`src/rtl/renderer_pkg.sv`:
```
// Shared types and constants for the tile-grid sprite renderer.
package renderer_pkg;

  localparam int COLOR_W = 12;
  localparam int VX_W    = 8;
  localparam int VY_W    = 7;

  localparam logic [COLOR_W-1:0] SPR_KEY = 12'h000;

  typedef enum logic [2:0] {
    IDLE,
    LATCH,
    FILL,
    ERASE,
    DRAW,
    DRAIN
  } state_t;

endpackage

```
`src/rtl/renderer_pixel_pipe.sv`:
```
// Delay line that carries plot coordinates and colour-source selects alongside
// the ROM read latency, so they emerge together with the ROM data.
module renderer_pixel_pipe
  import renderer_pkg::*;
#(
  parameter int READ_LAT = 1
) (
  input  logic            clock,
  input  logic            reset,
  input  logic [VX_W-1:0] x_p0,
  input  logic [VY_W-1:0] y_p0,
  input  logic            vld_p0,
  input  logic            sel_p0,
  input  logic            flat_p0,
  output logic [VX_W-1:0] x_p1,
  output logic [VY_W-1:0] y_p1,
  output logic            vld_p1,
  output logic            sel_p1,
  output logic            flat_p1
);

  logic [VX_W-1:0] x_dl   [READ_LAT];
  logic [VY_W-1:0] y_dl   [READ_LAT];
  logic [2:0]      ctl_dl [READ_LAT];

  always_ff @(posedge clock) begin
    x_dl[0] <= x_p0;
    y_dl[0] <= y_p0;
    for (int k = 1; k < READ_LAT; k++) begin
      x_dl[k] <= x_dl[k-1];
      y_dl[k] <= y_dl[k-1];
    end
  end

  // Strobe and selects are cleared on reset so an aborted frame leaves no plots in flight.
  always_ff @(posedge clock or posedge reset) begin
    if (reset) begin
      for (int k = 0; k < READ_LAT; k++) ctl_dl[k] <= '0;
    end else begin
      ctl_dl[0] <= {vld_p0, sel_p0, flat_p0};
      for (int k = 1; k < READ_LAT; k++) ctl_dl[k] <= ctl_dl[k-1];
    end
  end

  assign x_p1    = x_dl[READ_LAT-1];
  assign y_p1    = y_dl[READ_LAT-1];
  assign vld_p1  = ctl_dl[READ_LAT-1][2];
  assign sel_p1  = ctl_dl[READ_LAT-1][1];
  assign flat_p1 = ctl_dl[READ_LAT-1][0];

endmodule

```
`src/rtl/sprite_renderer.sv`:
```
// Tile-grid sprite renderer: full background fill or moved-sprite erase, then sprite redraw.
// Optional SPR_COLOR_KEY_EN suppresses DRAW pixels whose colour equals SPR_KEY.
module sprite_renderer
  import renderer_pkg::*;
#(
  parameter int                  NUM_SPR  = 4,
  parameter int                  TILE     = 5,
  parameter int                  GRID_W   = 32,
  parameter int                  GRID_H   = 24,
  parameter int                  READ_LAT = 1,
  parameter logic [COLOR_W-1:0]  SPR_FLAT = 12'hFFF
) (
  input  logic                                   clock,
  input  logic                                   reset,
  input  logic                                   start,
  input  logic                                   force_fill,
  output logic                                   busy,
  output logic                                   done,
  input  logic [NUM_SPR*$clog2(GRID_W)-1:0]      spr_gx,
  input  logic [NUM_SPR*$clog2(GRID_H)-1:0]      spr_gy,
  output logic [VX_W-1:0]                        bg_x,
  output logic [VY_W-1:0]                        bg_y,
  input  logic [COLOR_W-1:0]                     bg_color,
  output logic [$clog2(TILE*TILE)-1:0]           spr_addr,
  input  logic [COLOR_W-1:0]                     spr_color,
  output logic [VX_W-1:0]                        vga_x,
  output logic [VY_W-1:0]                        vga_y,
  output logic [COLOR_W-1:0]                     vga_color,
  output logic                                   vga_plot
);

  localparam int GXW      = $clog2(GRID_W);
  localparam int GYW      = $clog2(GRID_H);
  localparam int TAW      = $clog2(TILE*TILE);
  localparam int DW       = $clog2(TILE+1);
  localparam int IW       = (NUM_SPR > 1) ? $clog2(NUM_SPR) : 1;
  localparam int CW       = $clog2(READ_LAT+2);
  localparam int SCREEN_W = GRID_W*TILE;
  localparam int SCREEN_H = GRID_H*TILE;

  localparam logic [DW-1:0]   D_LAST   = DW'(TILE-1);
  localparam logic [VX_W-1:0] FX_LAST  = VX_W'(SCREEN_W-1);
  localparam logic [VY_W-1:0] FY_LAST  = VY_W'(SCREEN_H-1);
  localparam logic [IW-1:0]   IDX_LAST = IW'(NUM_SPR-1);
  localparam logic [CW-1:0]   DC_LAST  = CW'(READ_LAT);

  // Pixel coordinates are formed one bit wider, then deliberately truncated.
  function automatic logic [VX_W-1:0] tile_px_x(input logic [GXW-1:0] g, input logic [DW-1:0] d);
    logic [8:0] w;
    w = 9'(g) * 9'(TILE) + 9'(d);
    return w[VX_W-1:0];
  endfunction

  function automatic logic [VY_W-1:0] tile_px_y(input logic [GYW-1:0] g, input logic [DW-1:0] d);
    logic [7:0] w;
    w = 8'(g) * 8'(TILE) + 8'(d);
    return w[VY_W-1:0];
  endfunction

  state_t state, state_d;

  logic               first_frame, fill_req;
  logic [IW-1:0]      idx;
  logic [DW-1:0]      dx, dy;
  logic [VX_W-1:0]    fx;
  logic [VY_W-1:0]    fy;
  logic [CW-1:0]      dcnt;
  logic [GXW-1:0]     cur_gx [NUM_SPR], prev_gx [NUM_SPR], in_gx [NUM_SPR], src_gx [NUM_SPR];
  logic [GYW-1:0]     cur_gy [NUM_SPR], prev_gy [NUM_SPR], in_gy [NUM_SPR], src_gy [NUM_SPR];
  logic [NUM_SPR-1:0] moved;
  logic               nm_found, tile_last;
  logic [IW-1:0]      nm_idx;

  // During LATCH the snapshot is not yet in cur[], so compare against the live inputs.
  always_comb begin
    for (int i = 0; i < NUM_SPR; i++) begin
      in_gx[i]  = spr_gx[i*GXW +: GXW];
      in_gy[i]  = spr_gy[i*GYW +: GYW];
      src_gx[i] = (state == LATCH) ? in_gx[i] : cur_gx[i];
      src_gy[i] = (state == LATCH) ? in_gy[i] : cur_gy[i];
      moved[i]  = (src_gx[i] != prev_gx[i]) || (src_gy[i] != prev_gy[i]);
    end
  end

  // Lowest-index moved sprite after the current one; lets ERASE skip still sprites with no gap.
  always_comb begin
    nm_found = 1'b0;
    nm_idx   = '0;
    for (int i = NUM_SPR-1; i >= 0; i--) begin
      if (moved[i] && ((state == LATCH) || (i > int'(idx)))) begin
        nm_found = 1'b1;
        nm_idx   = IW'(i);
      end
    end
  end

  assign tile_last = (dx == D_LAST) && (dy == D_LAST);

  always_ff @(posedge clock or posedge reset) begin
    if (reset) state <= IDLE;
    else       state <= state_d;
  end

  always_comb begin
    state_d = state;
    case (state)
      IDLE:    if (start) state_d = LATCH;
      LATCH:   state_d = fill_req ? FILL : (nm_found ? ERASE : DRAW);
      FILL:    if (fx == FX_LAST && fy == FY_LAST) state_d = DRAW;
      ERASE:   if (tile_last && !nm_found) state_d = DRAW;
      DRAW:    if (tile_last && idx == IDX_LAST) state_d = DRAIN;
      DRAIN:   if (dcnt == DC_LAST) state_d = IDLE;
      default: state_d = IDLE;
    endcase
  end

  always_ff @(posedge clock) begin
    if (state == LATCH) begin
      cur_gx <= in_gx;
      cur_gy <= in_gy;
    end
  end

  always_ff @(posedge clock or posedge reset) begin
    if (reset) begin
      first_frame <= 1'b1;
      fill_req    <= 1'b0;
      idx         <= '0;
      dx          <= '0;
      dy          <= '0;
      fx          <= '0;
      fy          <= '0;
      dcnt        <= '0;
      done        <= 1'b0;
      for (int i = 0; i < NUM_SPR; i++) begin
        prev_gx[i] <= '0;
        prev_gy[i] <= '0;
      end
    end else begin
      done <= (state == DRAIN) && (dcnt == DC_LAST);
      case (state)
        IDLE: if (start) fill_req <= first_frame | force_fill;
        LATCH: begin
          fx  <= '0;
          fy  <= '0;
          dx  <= '0;
          dy  <= '0;
          idx <= nm_found ? nm_idx : '0;
        end
        FILL: begin
          if (fx == FX_LAST) begin
            fx <= '0;
            fy <= fy + 1'b1;
          end else begin
            fx <= fx + 1'b1;
          end
          if (fx == FX_LAST && fy == FY_LAST) begin
            first_frame <= 1'b0;
            idx         <= '0;
          end
        end
        ERASE, DRAW: begin
          if (dx == D_LAST) begin
            dx <= '0;
            dy <= (dy == D_LAST) ? '0 : dy + 1'b1;
          end else begin
            dx <= dx + 1'b1;
          end
          if (tile_last) begin
            if (state == ERASE) begin
              idx <= nm_found ? nm_idx : '0;
            end else begin
              idx <= idx + 1'b1;
              if (idx == IDX_LAST) begin
                prev_gx <= cur_gx;
                prev_gy <= cur_gy;
                dcnt    <= '0;
              end
            end
          end
        end
        DRAIN: dcnt <= dcnt + 1'b1;
        default: ;
      endcase
    end
  end

  assign busy = (state != IDLE);

  // ---- stage p0: address issue ----
  logic            issue, vld_p0, sel_p0, flat_p0;
  logic [VX_W-1:0] x_p0;
  logic [VY_W-1:0] y_p0;
  logic [GXW-1:0]  gx_sel;
  logic [GYW-1:0]  gy_sel;

  always_comb begin
    issue   = (state == FILL) || (state == ERASE) || (state == DRAW);
    gx_sel  = (state == ERASE) ? prev_gx[idx] : cur_gx[idx];
    gy_sel  = (state == ERASE) ? prev_gy[idx] : cur_gy[idx];
    x_p0    = (state == FILL) ? fx : tile_px_x(gx_sel, dx);
    y_p0    = (state == FILL) ? fy : tile_px_y(gy_sel, dy);
    vld_p0  = issue;
    sel_p0  = (state == DRAW) && (idx == '0);
    flat_p0 = (state == DRAW) && (idx != '0);
    bg_x     = issue ? x_p0 : '0;
    bg_y     = issue ? y_p0 : '0;
    spr_addr = (state == DRAW) ? (TAW'(dy) * TAW'(TILE) + TAW'(dx)) : '0;
  end

  // ---- stage p1: ROM data arrives ----
  logic [VX_W-1:0]    x_p1;
  logic [VY_W-1:0]    y_p1;
  logic               vld_p1, sel_p1, flat_p1, key_hit;
  logic [COLOR_W-1:0] color_p1;

  renderer_pixel_pipe #(.READ_LAT(READ_LAT)) u_pipe (
    .clock   (clock),
    .reset   (reset),
    .x_p0    (x_p0),
    .y_p0    (y_p0),
    .vld_p0  (vld_p0),
    .sel_p0  (sel_p0),
    .flat_p0 (flat_p0),
    .x_p1    (x_p1),
    .y_p1    (y_p1),
    .vld_p1  (vld_p1),
    .sel_p1  (sel_p1),
    .flat_p1 (flat_p1)
  );

  always_comb begin
    color_p1 = sel_p1 ? spr_color : (flat_p1 ? SPR_FLAT : bg_color);
`ifdef SPR_COLOR_KEY_EN
    key_hit  = (sel_p1 || flat_p1) && (color_p1 == SPR_KEY);
`else
    key_hit  = 1'b0;
`endif
  end

  // ---- stage p2: registered plot outputs ----
  always_ff @(posedge clock or posedge reset) begin
    if (reset) begin
      vga_plot  <= 1'b0;
      vga_x     <= '0;
      vga_y     <= '0;
      vga_color <= '0;
    end else begin
      vga_plot  <= vld_p1 && !key_hit;
      vga_x     <= x_p1;
      vga_y     <= y_p1;
      vga_color <= color_p1;
    end
  end

endmodule

```
`config.mk`:
```
export PLATFORM = sky130hd
export DESIGN_NAME = sprite_renderer
export DESIGN_NICKNAME = d
export VERILOG_FILES = /design/src/rtl/renderer_pkg.sv /design/src/rtl/renderer_pixel_pipe.sv /design/src/rtl/sprite_renderer.sv
export SDC_FILE = /design/constraint.sdc
export NUM_CORES = 1
export LEC_CHECK = 0
export CAP_MARGIN = 20
export CORE_UTILIZATION = 45
export DETAILED_ROUTE_END_ITERATION = 10
export MAX_ROUTING_LAYER = met4
export PLACE_DENSITY = 0.68
export SLEW_MARGIN = 0
export SYNTH_ARGS = -nofsm -noshare
export SYNTH_HDL_FRONTEND = slang
export SYNTH_SLANG_ARGS = --single-unit
```
`constraint.sdc`:
```
create_clock -name clock -period 6.6 [get_ports clock]
set_input_delay 1.98 -clock clock [delete_from_list [all_inputs] [get_ports clock]]
set_output_delay 1.98 -clock clock [all_outputs]
set_load 0.02 [all_outputs]
```
==> results of run 1 <==
-- through the flow --
stage / hold WS, ns / area, um^2 / instances
finish: 0.327 / 10400 / 1076
global route: 0.328 / 10400 / 1076
CTS: 0.328 / 10400 / 1075
detailed placement: 0.320 / 9710 / 1042
global placement: 0.317 / 9710 / 1042
floorplan: 0.316 / 8310 / 716
-- where the power goes --
part	internal, mW	total [mW]	switching [mW]
combinational	1.14	2.54	1.41
sequential	1.28	1.45	0.170
clock	0.627	1.02	0.394
total	3.05	5.02	1.97
-- cells in the mapped netlist (4+ instances only) --
cell type                    n
sky130_fd_sc_hd__nor2_1     51
sky130_fd_sc_hd__a22o_1      4
sky130_fd_sc_hd__edfxtp_1   40
sky130_fd_sc_hd__nor3_1     10
sky130_fd_sc_hd__dfrtp_1   101
sky130_fd_sc_hd__o31ai_1     4
sky130_fd_sc_hd__nor4_1      6
sky130_fd_sc_hd__a21o_1      5
sky130_fd_sc_hd__nand4_1     6
sky130_fd_sc_hd__and2_1     20
sky130_fd_sc_hd__nand3b_1    5
sky130_fd_sc_hd__xnor2_1    40
sky130_fd_sc_hd__nand2_1    72
sky130_fd_sc_hd__a21oi_1    21
sky130_fd_sc_hd__xor2_1     29
sky130_fd_sc_hd__ha_1       47
sky130_fd_sc_hd__nand3_1    14
sky130_fd_sc_hd__o22ai_1     4
sky130_fd_sc_hd__inv_1      20
sky130_fd_sc_hd__clkbuf_1   22
sky130_fd_sc_hd__nor2b_1     6
sky130_fd_sc_hd__a31oi_1     4
sky130_fd_sc_hd__o21ai_0    40
sky130_fd_sc_hd__mux2_2     49
sky130_fd_sc_hd__mux4_2     20
sky130_fd_sc_hd__dfxtp_1    15
sky130_fd_sc_hd__mux2i_1    15
-- worst max-delay path, delay by kind of cell (launching register included) --
kind / cells / cell delay, ns
fa+ha+maj: 3 / 0.95
buf+inv: 2 / 0.81
compound gates: 3 / 0.60
xor+xnor: 1 / 0.14
mux: 2 / 0.83
simple gates: 1 / 0.16
flops: 1 / 0.37
-- cell type report --
| class | count | area, um^2 |
|---|---|---|
| multi-input cells | 510 | 4040 |
| flip-flops and latches | 157 | 4060 |
| clock inverters | 7 | 68.8 |
| repair buffers | 127 | 1280 |
| clock buffers | 25 | 559 |
| well taps | 229 | 287 |
| fillers | 1524 | 7650 |
| inverters | 21 | 88.8 |
-- per-layer routing --
layer / track usage / share of wire / vias to the layer above
met5: - / 0 / -
met4: 0.0882 / 0.024 / 0
met3: 0.0461 / 0.048 / 33
met2: 0.369 / 0.49 / 193
met1: 0.298 / 0.44 / 2956
li1: - / - / 2802
-- final timing paths --
kind / startpoint / to / slack [ns]
min: u_pipe.y_dl[0][1] / vga_y[1] / 0.33
max reg2reg: state[0] / state[1] / 2.87
max in group asynchronous: reset / prev_gy[16] / 3.46
min reg2reg: u_pipe.y_dl[0][1] / vga_y[1] / 0.33
min in group asynchronous: reset / vga_color[4] / 2.09
max: idx[0] / bg_x[4] / 0.33
-- flip-flops by register name (all words and copies together), names as in the netlist, 3 cells and up --
| register | count |
|---|---|
| vga_x | 8 |
| fx | 8 |
| dx | 3 |
| vga_color | 12 |
| prev_gy | 20 |
| u_pipe.y_dl | 7 |
| fy | 7 |
| vga_y | 7 |
| u_pipe.ctl_dl | 3 |
| dy | 3 |
| cur_gx | 20 |
| u_pipe.x_dl | 8 |
| state | 3 |
| prev_gx | 20 |
| cur_gy | 20 |
-- cells by family (layout without fill, tap and decap cells) --
logic type	count (synthesis)	after routing	share of synthesized area
AOI/OAI and AO/OA	106	106	0.0805
xor gates and xnor gates	70	70	0.0754
adders and majority gates	50	50	0.0780
buffers and inverters	49	180	0.0281
DFF	157	157	0.488
muxes	84	84	0.139
and+or+nand+nor	200	200	0.112
-- timing repair --
| item | in CTS | in global routing |
|---|---|---|
| endpoints found under the setup margin | 3 | 4 |
| gates cloned | 0 | 0 |
| hold buffers | 0 | 0 |
| endpoints found under the hold margin | 0 | 0 |
| gates resized for setup | 2 | 6 |
| buffers inserted | 1 | 0 |
==> qor.csv, run 1 <==
stage;metric;value;unit
run_status;outcome;finished clean;
setup_path;endpoint arrival time on the critical path;4.29;ns
grt;final global-route overflow total;0;
route;post-detailed-route DRC marker count;0;
min_path;count of cells along the worst hold path;0;
timing;final setup violation count;0;
synthesis;top-area cell type share of the netlist area;0.304;
cells_and_area;layout net count;952;
synthesis;top post-synthesis cells by area;sky130_fd_sc_hd__dfrtp_1 (30%), sky130_fd_sc_hd__edfxtp_1 (14%), sky130_fd_sc_hd__ha_1 (7.1%), sky130_fd_sc_hd__mux2_2 (6.6%), sky130_fd_sc_hd__mux4_2 (5.4%);
route;final routed wirelength across all metal layers;20100;um
grt;number of antenna violations at the first check in global routing;0;
setup_path;delay of the slowest cell on the worst path;0.60;ns
clock_tree;worst-case clock buffer depth;2;
synthesis;Main synth FF type;sky130_fd_sc_hd__dfrtp_1;
clock_tree;TritonCTS clock tree;built;
power_and_ir_drop;Static Leak;4.52;nW
synthesis;synthesized area;8310;um^2
min_path;Min-Delay Path Class;reg2reg;
route;Avg WL per Cell;18.7;um
grt;first-pass GRT wire length;32300;um
floorplan;number of top-level pins;118;
timing;period utilisation layout;0.950;
route;ANT nets after route;0;
floorplan;Die Y-Extent;138;um
synthesis;number of synthesized flops with an enable pin;40;
timing;count of final max-slew check failures;0;
setup_path;standard cell with the maximum stage delay on the critical path;sky130_fd_sc_hd__clkdlybuf4s50_1;
setup_path;largest fanout on the critical path;25;
placement;placer congestion estimate;0.885;
clock_tree;cell at the root of the clock tree;sky130_fd_sc_hd__clkbuf_16;
floorplan;Total Die Area;19000;um^2
floorplan;initial standard-cell utilization of the core;0.461;
synthesis;number of register bits inferred by synthesis;157;
setup_path;data required time of the worst path;4.62;ns
timing;final worst setup slack;0.327;ns
route;number of DRC markers after the initial detailed-route iteration;440;
clock_tree;clock buffer count from CTS;17;
placement;setup slack after placement;0.309;ns
timing;highest attainable clock frequency;0.159;GHz
synthesis;mean instance size in the synthesized netlist;11.6;um^2
setup_path;CP startpoint kind;flip-flop;
setup_path;crit-path cells;buf_12 -> mux4_2 -> mux2_2 -> ha_1 -> ha_1 -> ha_1 -> a21o_1 -> a21oi_1 -> xnor2_1 -> a21oi_1 -> and2_1 -> clkdlybuf4s50_1;
cells_and_area;final core area utilization;0.576;
timing;final worst clock skew;0.00683;ns
grt;largest net degree at the start of global routing;74;
timing;final critical-path required period;6.27;ns
synthesis;sequential area share after synthesis;0.488;
clock_tree;clock edge transition at the registers on the reported setup and hold paths;0.06;ns
setup_path;Reg2Reg Depth;10;
setup_path;WS Path Type;reg2out;
synthesis;number of distinct library cells after synthesis;60;
cells_and_area;ant diodes;0;
setup_path;cell type with the highest occurrence count on the critical path;sky130_fd_sc_hd__ha_1;
timing;unrepaired setup endpoints after global routing;no;
run;max-capacitance violation count;0;
synthesis;gate count of the mapped netlist;716;
cells_and_area;fraction of final layout cells sized beyond drive strength 1;0.143;
clock_tree;clk sink count;157;
power_and_ir_drop;areal power density over the cells;483;nW/um^2
route;drt via density;5.56;
clock_tree;total number of H-tree levels;4;
timing;total count of hold-check failures in the final report;0;
route;Vias;5984;
route;Initial DRT Pass Iterations;7;
cells_and_area;most common cell after layout, fill and taps aside;sky130_fd_sc_hd__clkdlybuf4s50_1;
floorplan;placement row count;49;
setup_path;kind of end point of the critical path;primary output;
synthesis;Post-Syn Nets;834;
timing;setup tns final;0;ns
placement;HPWL after DPL;14500;um
synthesis;cell taking the most area after synthesis;sky130_fd_sc_hd__dfrtp_1;
timing;Worst-Margin Slew;0.903;ns
placement;Port Buffer Count;117;
synthesis;Synth async-reset ratio;0.650;
power_and_ir_drop;worst vdd ir;0.427;mV
grt;global-route usage over all layers;0.234;
power_and_ir_drop;total power after layout;5.02;mW
floorplan;core region area;18000;um^2
cells_and_area;Layout area overhead;24.8;%
synthesis;total number of yosys warnings;0;
grt;via count of the first global-routing pass;6056;
timing;worst-case headroom to the max-slew limit;0.398;
cells_and_area;most frequent cells in the layout;sky130_fd_sc_hd__clkdlybuf4s50_1 (113), sky130_fd_sc_hd__dfrtp_1 (99), sky130_fd_sc_hd__nand2_1 (72), sky130_fd_sc_hd__nor2_1 (51), sky130_fd_sc_hd__mux2_2 (49);
clock_tree;clock insertion delay at the later pin of the skew report;0.43;ns
floorplan;die width;138;um
(Power assumes the default switching activity.)
==> inputs of run 2 (changes only) <==
Settings changed: CORE_MARGIN set to 10.
==> run 2 against run 1 <==
  * Cell area rose by 0.71%
  * Non-clock buffer count rose by 4
  * Global-route usage fell by 5.8 points
  * Critical endpoint is now bg_x[5]
  * First-iteration DRC count fell by 15%
  * Largest cell class unchanged
  * Sequential share of layout area fell by 0.29 points
==> qor.csv, run 2 (same netlist as run 1, synthesis figures left out) <==
stage;metric;value;unit;change
setup_path;cell type with the highest occurrence count on the critical path;sky130_fd_sc_hd__ha_1;;unchanged
timing;total count of hold-check failures in the final report;0;;unchanged
placement;DP Cell Count;1045;;was 1042
setup_path;delay of the slowest cell on the worst path;0.61;ns;was 0.60 ns
cells_and_area;Final Non-Filler Cells;1080;;was 1076
route;post-detailed-route DRC marker count;0;;unchanged
setup_path;WS Path Type;reg2out;;unchanged
route;Initial DRT Pass Iterations;5;;was 7
route;Vias;5958;;was 5984
route;final routed wirelength across all metal layers;20700;um;was 20100 um
cells_and_area;Fillers;1463;;was 1524
floorplan;die width;156;um;was 138 um
timing;Worst-Margin Slew;0.863;ns;was 0.903 ns
grt;final global-route overflow total;0;;unchanged
timing;highest attainable clock frequency;0.156;GHz;was 0.159 GHz
clock_tree;clock edge transition at the registers on the reported setup and hold paths;0.06;ns;about the same
cells_and_area;most frequent cells in the layout;sky130_fd_sc_hd__clkdlybuf4s50_1 (115), sky130_fd_sc_hd__dfrtp_1 (100), sky130_fd_sc_hd__nand2_1 (71), sky130_fd_sc_hd__nor2_1 (51), sky130_fd_sc_hd__mux2_2 (49);;was sky130_fd_sc_hd__clkdlybuf4s50_1 (113), sky130_fd_sc_hd__dfrtp_1 (99), sky130_fd_sc_hd__nand2_1 (72), sky130_fd_sc_hd__nor2_1 (51), sky130_fd_sc_hd__mux2_2 (49)
power_and_ir_drop;total power after layout;5.10;mW;was 5.02 mW
timing;unrepaired setup endpoints after global routing;no;;unchanged
timing;final setup violation count;0;;unchanged
cells_and_area;most common cell after layout, fill and taps aside;sky130_fd_sc_hd__clkdlybuf4s50_1;;unchanged
clock_tree;TritonCTS clock tree;built;;unchanged
floorplan;number of top-level pins;118;;unchanged
timing;worst-case headroom to the max-slew limit;0.425;;was 0.398
min_path;Min-Delay Path Class;reg2reg;;unchanged
power_and_ir_drop;switching power;1.97;mW;about the same
run_status;outcome;finished clean;;unchanged
clock_tree;cell at the root of the clock tree;sky130_fd_sc_hd__clkbuf_16;;unchanged
power_and_ir_drop;areal power density over the cells;488;nW/um^2;was 483 nW/um^2
setup_path;largest fanout on the critical path;6;;was 25
setup_path;kind of end point of the critical path;primary output;;unchanged
timing;final critical-path required period;6.42;ns;was 6.27 ns
floorplan;core region area;18100;um^2;was 18000 um^2
clock_tree;clk sink count;157;;unchanged
setup_path;buffer and inverter count on the worst path;2;;unchanged
grt;number of antenna violations at the first check in global routing;0;;unchanged
power_and_ir_drop;combinational cell fraction of total power;0.501;;was 0.507
cells_and_area;Layout area overhead;25.7;%;was 24.8%
placement;Port Buffer Count;117;;unchanged
cells_and_area;post-route cell area;10500;um^2;was 10400 um^2
floorplan;Die Y-Extent;156;um;was 138 um
power_and_ir_drop;Reg power frac;0.284;;was 0.289
power_and_ir_drop;internal power;3.13;mW;was 3.05 mW
timing;final worst clock skew;0.00940;ns;was 0.00683 ns
floorplan;placement row count;49;;unchanged
setup_path;data required time of the worst path;4.62;ns;about the same
clock_tree;clock insertion delay at the later pin of the skew report;0.43;ns;about the same
placement;standard cell area after detailed placement;9740;um^2;was 9710 um^2
cells_and_area;ant diodes;0;;unchanged
route;drt via density;5.52;;was 5.56
timing;period utilisation layout;0.972;;was 0.950
floorplan;Total Die Area;24300;um^2;was 19000 um^2
setup_path;crit-path cells;buf_4 -> mux4_2 -> mux2_2 -> ha_1 -> ha_1 -> fa_1 -> a21o_1 -> a21oi_1 -> nor2b_1 -> o31ai_2 -> and2_1 -> clkdlybuf4s50_1;;was buf_12 -> mux4_2 -> mux2_2 -> ha_1 -> ha_1 -> ha_1 -> a21o_1 -> a21oi_1 -> xnor2_1 -> a21oi_1 -> and2_1 -> clkdlybuf4s50_1
setup_path;standard cell with the maximum stage delay on the critical path;sky130_fd_sc_hd__clkdlybuf4s50_1;;unchanged
power_and_ir_drop;switching part of the total power;0.386;;was 0.392
route;ANT nets after route;0;;unchanged
floorplan;initial standard-cell utilization of the core;0.460;;was 0.461
grt;first-pass GRT wire length;32900;um;was 32300 um
run;max-capacitance violation count;0;;unchanged
setup_path;cell class contributing the biggest share of worst-path delay;adder cells;;unchanged
clock_tree;worst-case clock buffer depth;2;;unchanged
cells_and_area;fraction of final layout cells sized beyond drive strength 1;0.146;;was 0.143
setup_path;CP startpoint kind;flip-flop;;unchanged
setup_path;endpoint arrival time on the critical path;4.44;ns;was 4.29 ns
timing;count of final max-slew check failures;0;;unchanged
timing;setup tns final;0;ns;unchanged
power_and_ir_drop;Static Leak;4.53;nW;was 4.52 nW
power_and_ir_drop;worst vdd ir;0.255;mV;was 0.427 mV
clock_tree;clock buffer count from CTS;17;;unchanged
route;number of DRC markers after the initial detailed-route iteration;372;;was 440
route;Avg WL per Cell;19.2;um;was 18.7 um
placement;placer congestion estimate;0.889;;was 0.885
cells_and_area;layout net count;956;;was 952
grt;via count of the first global-routing pass;6031;;was 6056
grt;global-route usage over all layers;0.176;;was 0.234
power_and_ir_drop;relative contribution of the clock network to total power;0.215;;was 0.203
placement;HPWL after DPL;15500;um;was 14500 um
clock_tree;total number of H-tree levels;4;;unchanged
grt;largest net degree at the start of global routing;74;;unchanged
[run 2: routing by layer]
| metal | up-vias | GRT usage | wire length (um) | share of wire |
|---|---|---|---|---|
| met5 | - | - | 0 | 0 |
| met4 | 0 | 0.0436 | 252 | 0.012 |
| met3 | 19 | 0.0375 | 979 | 0.047 |
| met2 | 187 | 0.286 | 10300 | 0.50 |
| met1 | 2945 | 0.220 | 9180 | 0.44 |
| li1 | 2807 | - | - | - |
[run 2: power groups by stage]
stage          clock network, mW  registers (mW)  logic [mW]
6_report                    1.09            1.45        2.56
5_1_grt                     1.16            1.48        2.81
4_1_cts                     1.12            1.45        2.56
3_5_place_dp                   0            1.47        2.52
3_3_place_gp                   0            1.46        2.45
2_1_floorplan                  0            1.50        1.59
[run 2: worst paths after layout]
check | start | endpoint | slack [ns] | cells past startpoint
min reg2reg | u_pipe.x_dl[0][7] | vga_x[7] | 0.33 | 0
max in group asynchronous | reset | idx[1] | 3.46 | 3
max | idx[0] | bg_x[5] | 0.18 | 12
min in group asynchronous | reset | vga_color[7] | 2.10 | 2
max reg2reg | state[2] | state[1] | 2.90 | 10
min | u_pipe.x_dl[0][7] | vga_x[7] | 0.33 | 0
[run 2: layout make-up]
type                       instances  area, um^2  area share
clock buffer                      23         533      0.0510
clock inverter                     9         139      0.0133
inverter                          21        88.8     0.00850
multi-input combinational        510        4040       0.387
sequential                       157        4060       0.388
tap                              229         287      0.0274
timing repair buffer             131        1310       0.125
[run 2: stage by stage]
step           setup slack, ns  hold slack (ns)   util
6_report                 0.183            0.327  0.578
5_1_grt                 0.0326            0.332  0.578
3_5_place_dp             0.255            0.320  0.538
3_3_place_gp             0.308            0.318  0.538
2_1_floorplan            0.388            0.316      -
4_1_cts                0.00897            0.328  0.576
[run 2: timing repair]
action	CTS	global route
buffers inserted	0	3
gates resized for setup	4	3
endpoints found under the setup margin	3	3
hold buffers	0	0
==> inputs of run 3 (changes only) <==
Settings changed: GPL_ROUTABILITY_DRIVEN set to 0.
==> run 3 against run 2 <==
  * Cell area down 1.1%
  * Sequential cell count is the same
  * Final cell count is 0.19% lower
==> qor.csv, run 3 (same netlist as run 1, synthesis figures left out) <==
stage;metric;value;unit;change
cells_and_area;most frequent cells in the layout;sky130_fd_sc_hd__clkdlybuf4s50_1 (114), sky130_fd_sc_hd__dfrtp_1 (100), sky130_fd_sc_hd__nand2_1 (71), sky130_fd_sc_hd__nor2_1 (51), sky130_fd_sc_hd__mux2_2 (49);;was sky130_fd_sc_hd__clkdlybuf4s50_1 (115), sky130_fd_sc_hd__dfrtp_1 (100), sky130_fd_sc_hd__nand2_1 (71), sky130_fd_sc_hd__nor2_1 (51), sky130_fd_sc_hd__mux2_2 (49)
route;number of DRC markers after the initial detailed-route iteration;405;;was 372
grt;number of antenna violations at the first check in global routing;0;;unchanged
setup_path;WS Path Type;reg2out;;unchanged
placement;Port Buffer Count;117;;unchanged
grt;first-pass GRT wire length;33800;um;was 32900 um
route;Vias;6040;;was 5958
route;final routed wirelength across all metal layers;21200;um;was 20700 um
clock_tree;clock edge transition at the registers on the reported setup and hold paths;0.06;ns;about the same
cells_and_area;most common cell after layout, fill and taps aside;sky130_fd_sc_hd__clkdlybuf4s50_1;;unchanged
placement;DP Cell Count;1044;;was 1045
clock_tree;cell at the root of the clock tree;sky130_fd_sc_hd__clkbuf_16;;unchanged
setup_path;kind of end point of the critical path;primary output;;unchanged
route;Avg WL per Cell;19.6;um;was 19.2 um
clock_tree;worst-case clock buffer depth;2;;unchanged
route;Initial DRT Pass Iterations;5;;unchanged
timing;final critical-path required period;6.34;ns;was 6.42 ns
floorplan;die width;156;um;unchanged
timing;count of final max-slew check failures;0;;unchanged
setup_path;crit-path cells;buf_4 -> mux4_2 -> mux2_2 -> ha_1 -> ha_1 -> fa_1 -> a21o_1 -> a21oi_1 -> nor2b_1 -> o21ai_0 -> a21oi_1 -> and2_1 -> clkdlybuf4s50_1;;was buf_4 -> mux4_2 -> mux2_2 -> ha_1 -> ha_1 -> fa_1 -> a21o_1 -> a21oi_1 -> nor2b_1 -> o31ai_2 -> and2_1 -> clkdlybuf4s50_1
grt;global-route usage over all layers;0.180;;was 0.176
cells_and_area;Fillers;1472;;was 1463
timing;unrepaired setup endpoints after global routing;no;;unchanged
power_and_ir_drop;switching power;1.97;mW;about the same
power_and_ir_drop;worst vdd ir;0.250;mV;was 0.255 mV
clock_tree;clk sink count;157;;unchanged
timing;highest attainable clock frequency;0.158;GHz;was 0.156 GHz
setup_path;endpoint arrival time on the critical path;4.36;ns;was 4.44 ns
run_status;outcome;finished clean;;unchanged
floorplan;number of top-level pins;118;;unchanged
clock_tree;post-cts hold buffer count;0;;unchanged
cells_and_area;layout net count;954;;was 956
timing;worst-case headroom to the max-slew limit;0.410;;was 0.425
power_and_ir_drop;areal power density over the cells;479;nW/um^2;was 488 nW/um^2
clock_tree;total number of H-tree levels;4;;unchanged
floorplan;placement row count;49;;unchanged
power_and_ir_drop;Reg power frac;0.294;;was 0.284
grt;via count of the first global-routing pass;6293;;was 6031
setup_path;delay of the slowest cell on the worst path;0.54;ns;was 0.61 ns
setup_path;standard cell with the maximum stage delay on the critical path;sky130_fd_sc_hd__clkdlybuf4s50_1;;unchanged
floorplan;Die Y-Extent;156;um;unchanged
run;max-capacitance violation count;0;;unchanged
grt;final global-route overflow total;0;;unchanged
timing;WHS;0.324;ns;was 0.327 ns
route;ANT nets after route;0;;unchanged
timing;final setup violation count;0;;unchanged
setup_path;buffer and inverter count on the worst path;2;;unchanged
grt;largest net degree at the start of global routing;74;;unchanged
setup_path;cell class contributing the biggest share of worst-path delay;adder cells;;unchanged
power_and_ir_drop;combinational cell fraction of total power;0.514;;was 0.501
cells_and_area;Final Non-Filler Cells;1078;;was 1080
cells_and_area;fraction of final layout cells sized beyond drive strength 1;0.140;;was 0.146
route;drt via density;5.60;;was 5.52
route;post-detailed-route DRC marker count;0;;unchanged
power_and_ir_drop;Static Leak;4.46;nW;was 4.53 nW
power_and_ir_drop;total power after layout;4.95;mW;was 5.10 mW
cells_and_area;final core area utilization;0.571;;was 0.578
timing;period utilisation layout;0.961;;was 0.972
placement;HPWL after DPL;15700;um;was 15500 um
clock_tree;clock buffer count from CTS;17;;unchanged
cells_and_area;ant diodes;0;;unchanged
floorplan;core region area;18100;um^2;unchanged
timing;setup tns final;0;ns;unchanged
clock_tree;clock insertion delay at the later pin of the skew report;0.43;ns;about the same
setup_path;CP startpoint kind;flip-flop;;unchanged
power_and_ir_drop;switching part of the total power;0.399;;was 0.386
min_path;Min-Delay Path Class;reg2reg;;unchanged
floorplan;Total Die Area;24300;um^2;unchanged
setup_path;largest fanout on the critical path;6;;unchanged
power_and_ir_drop;relative contribution of the clock network to total power;0.192;;was 0.215
floorplan;initial standard-cell utilization of the core;0.460;;unchanged
timing;total count of hold-check failures in the final report;0;;unchanged
timing;final worst clock skew;0.00802;ns;was 0.00940 ns
setup_path;data required time of the worst path;4.62;ns;about the same
cells_and_area;Layout area overhead;24.3;%;was 25.7%
power_and_ir_drop;internal power;2.98;mW;was 3.13 mW
clock_tree;TritonCTS clock tree;built;;unchanged
timing;Worst-Margin Slew;0.884;ns;was 0.863 ns
-- run 3: cell count changes in the layout (fill, tap and decap cells not counted), sizes merged --
cell	change
clkinvlp	+5
inv	-3
buf	-2
clkbuf	-2
bufinv	-1
clkdlybuf4s50	-1
clkinv	+1
dlymetal6s2s	+1
-- run 3: area by class of cell --
class / instances / area, um^2 / area share
clock buffer: 21 / 440 / 0.0426
clock inverter: 11 / 119 / 0.0115
inverter: 21 / 88.8 / 0.00860
multi-input combinational: 510 / 4050 / 0.392
sequential: 157 / 4060 / 0.393
tap: 229 / 287 / 0.0277
timing repair buffer: 129 / 1290 / 0.125
-- run 3: timing repair --
action | CTS | global route
resized for setup | 4 | 6
setup endpoints to repair | 3 | 4
pin swaps | 0 | 1
setup buffers | 2 | 0
gates cloned | 0 | 0
-- run 3: final timing paths --
kind,startpoint,to,slack [ns],cells after the start
max reg2reg,state[2],state[1],2.85,9
max in group asynchronous,reset,prev_gy[5],3.49,3
min,u_pipe.x_dl[0][4],vga_x[4],0.32,0
max,idx[0],bg_x[7],0.26,13
min reg2reg,u_pipe.x_dl[0][4],vga_x[4],0.32,0
min in group asynchronous,reset,vga_color[6],2.08,2
-- run 3: worst reg2reg max path: cells and delay by family (launching register included) --
family,cells,cell delay [ns]
AND/OR/NAND/NOR,4,1.85
flip-flops,1,0.48
AO/OA/AOI/OAI,2,0.43
buffers and inverters,1,0.41
multiplexers,1,0.35
XOR/XNOR,1,0.10
-- run 3: power by group through the flow --
stage	registers, mW	logic [mW]	clock network (mW)
3_3_place_gp	1.46	2.44	0
5_1_grt	1.49	2.79	1.00
3_5_place_dp	1.47	2.51	0
6_report	1.46	2.55	0.949
2_1_floorplan	1.50	1.59	0
4_1_cts	1.46	2.56	0.959
-- run 3: per-layer routing --
layer,share of wire,GRT usage,up-vias
met5,0,-,-
met1,0.44,0.222,3021
li1,-,-,2810
met2,0.50,0.294,177
met4,0.020,0.0594,0
met3,0.046,0.0345,32
-- run 3: metrics by stage --
step                worst slack [ns]  cell area [um^2]
global route                  0.0280             10300
floorplan                      0.388              8310
CTS                           0.0542             10300
finish                         0.258             10300
detailed placement             0.196              9730
global placement               0.322              9720
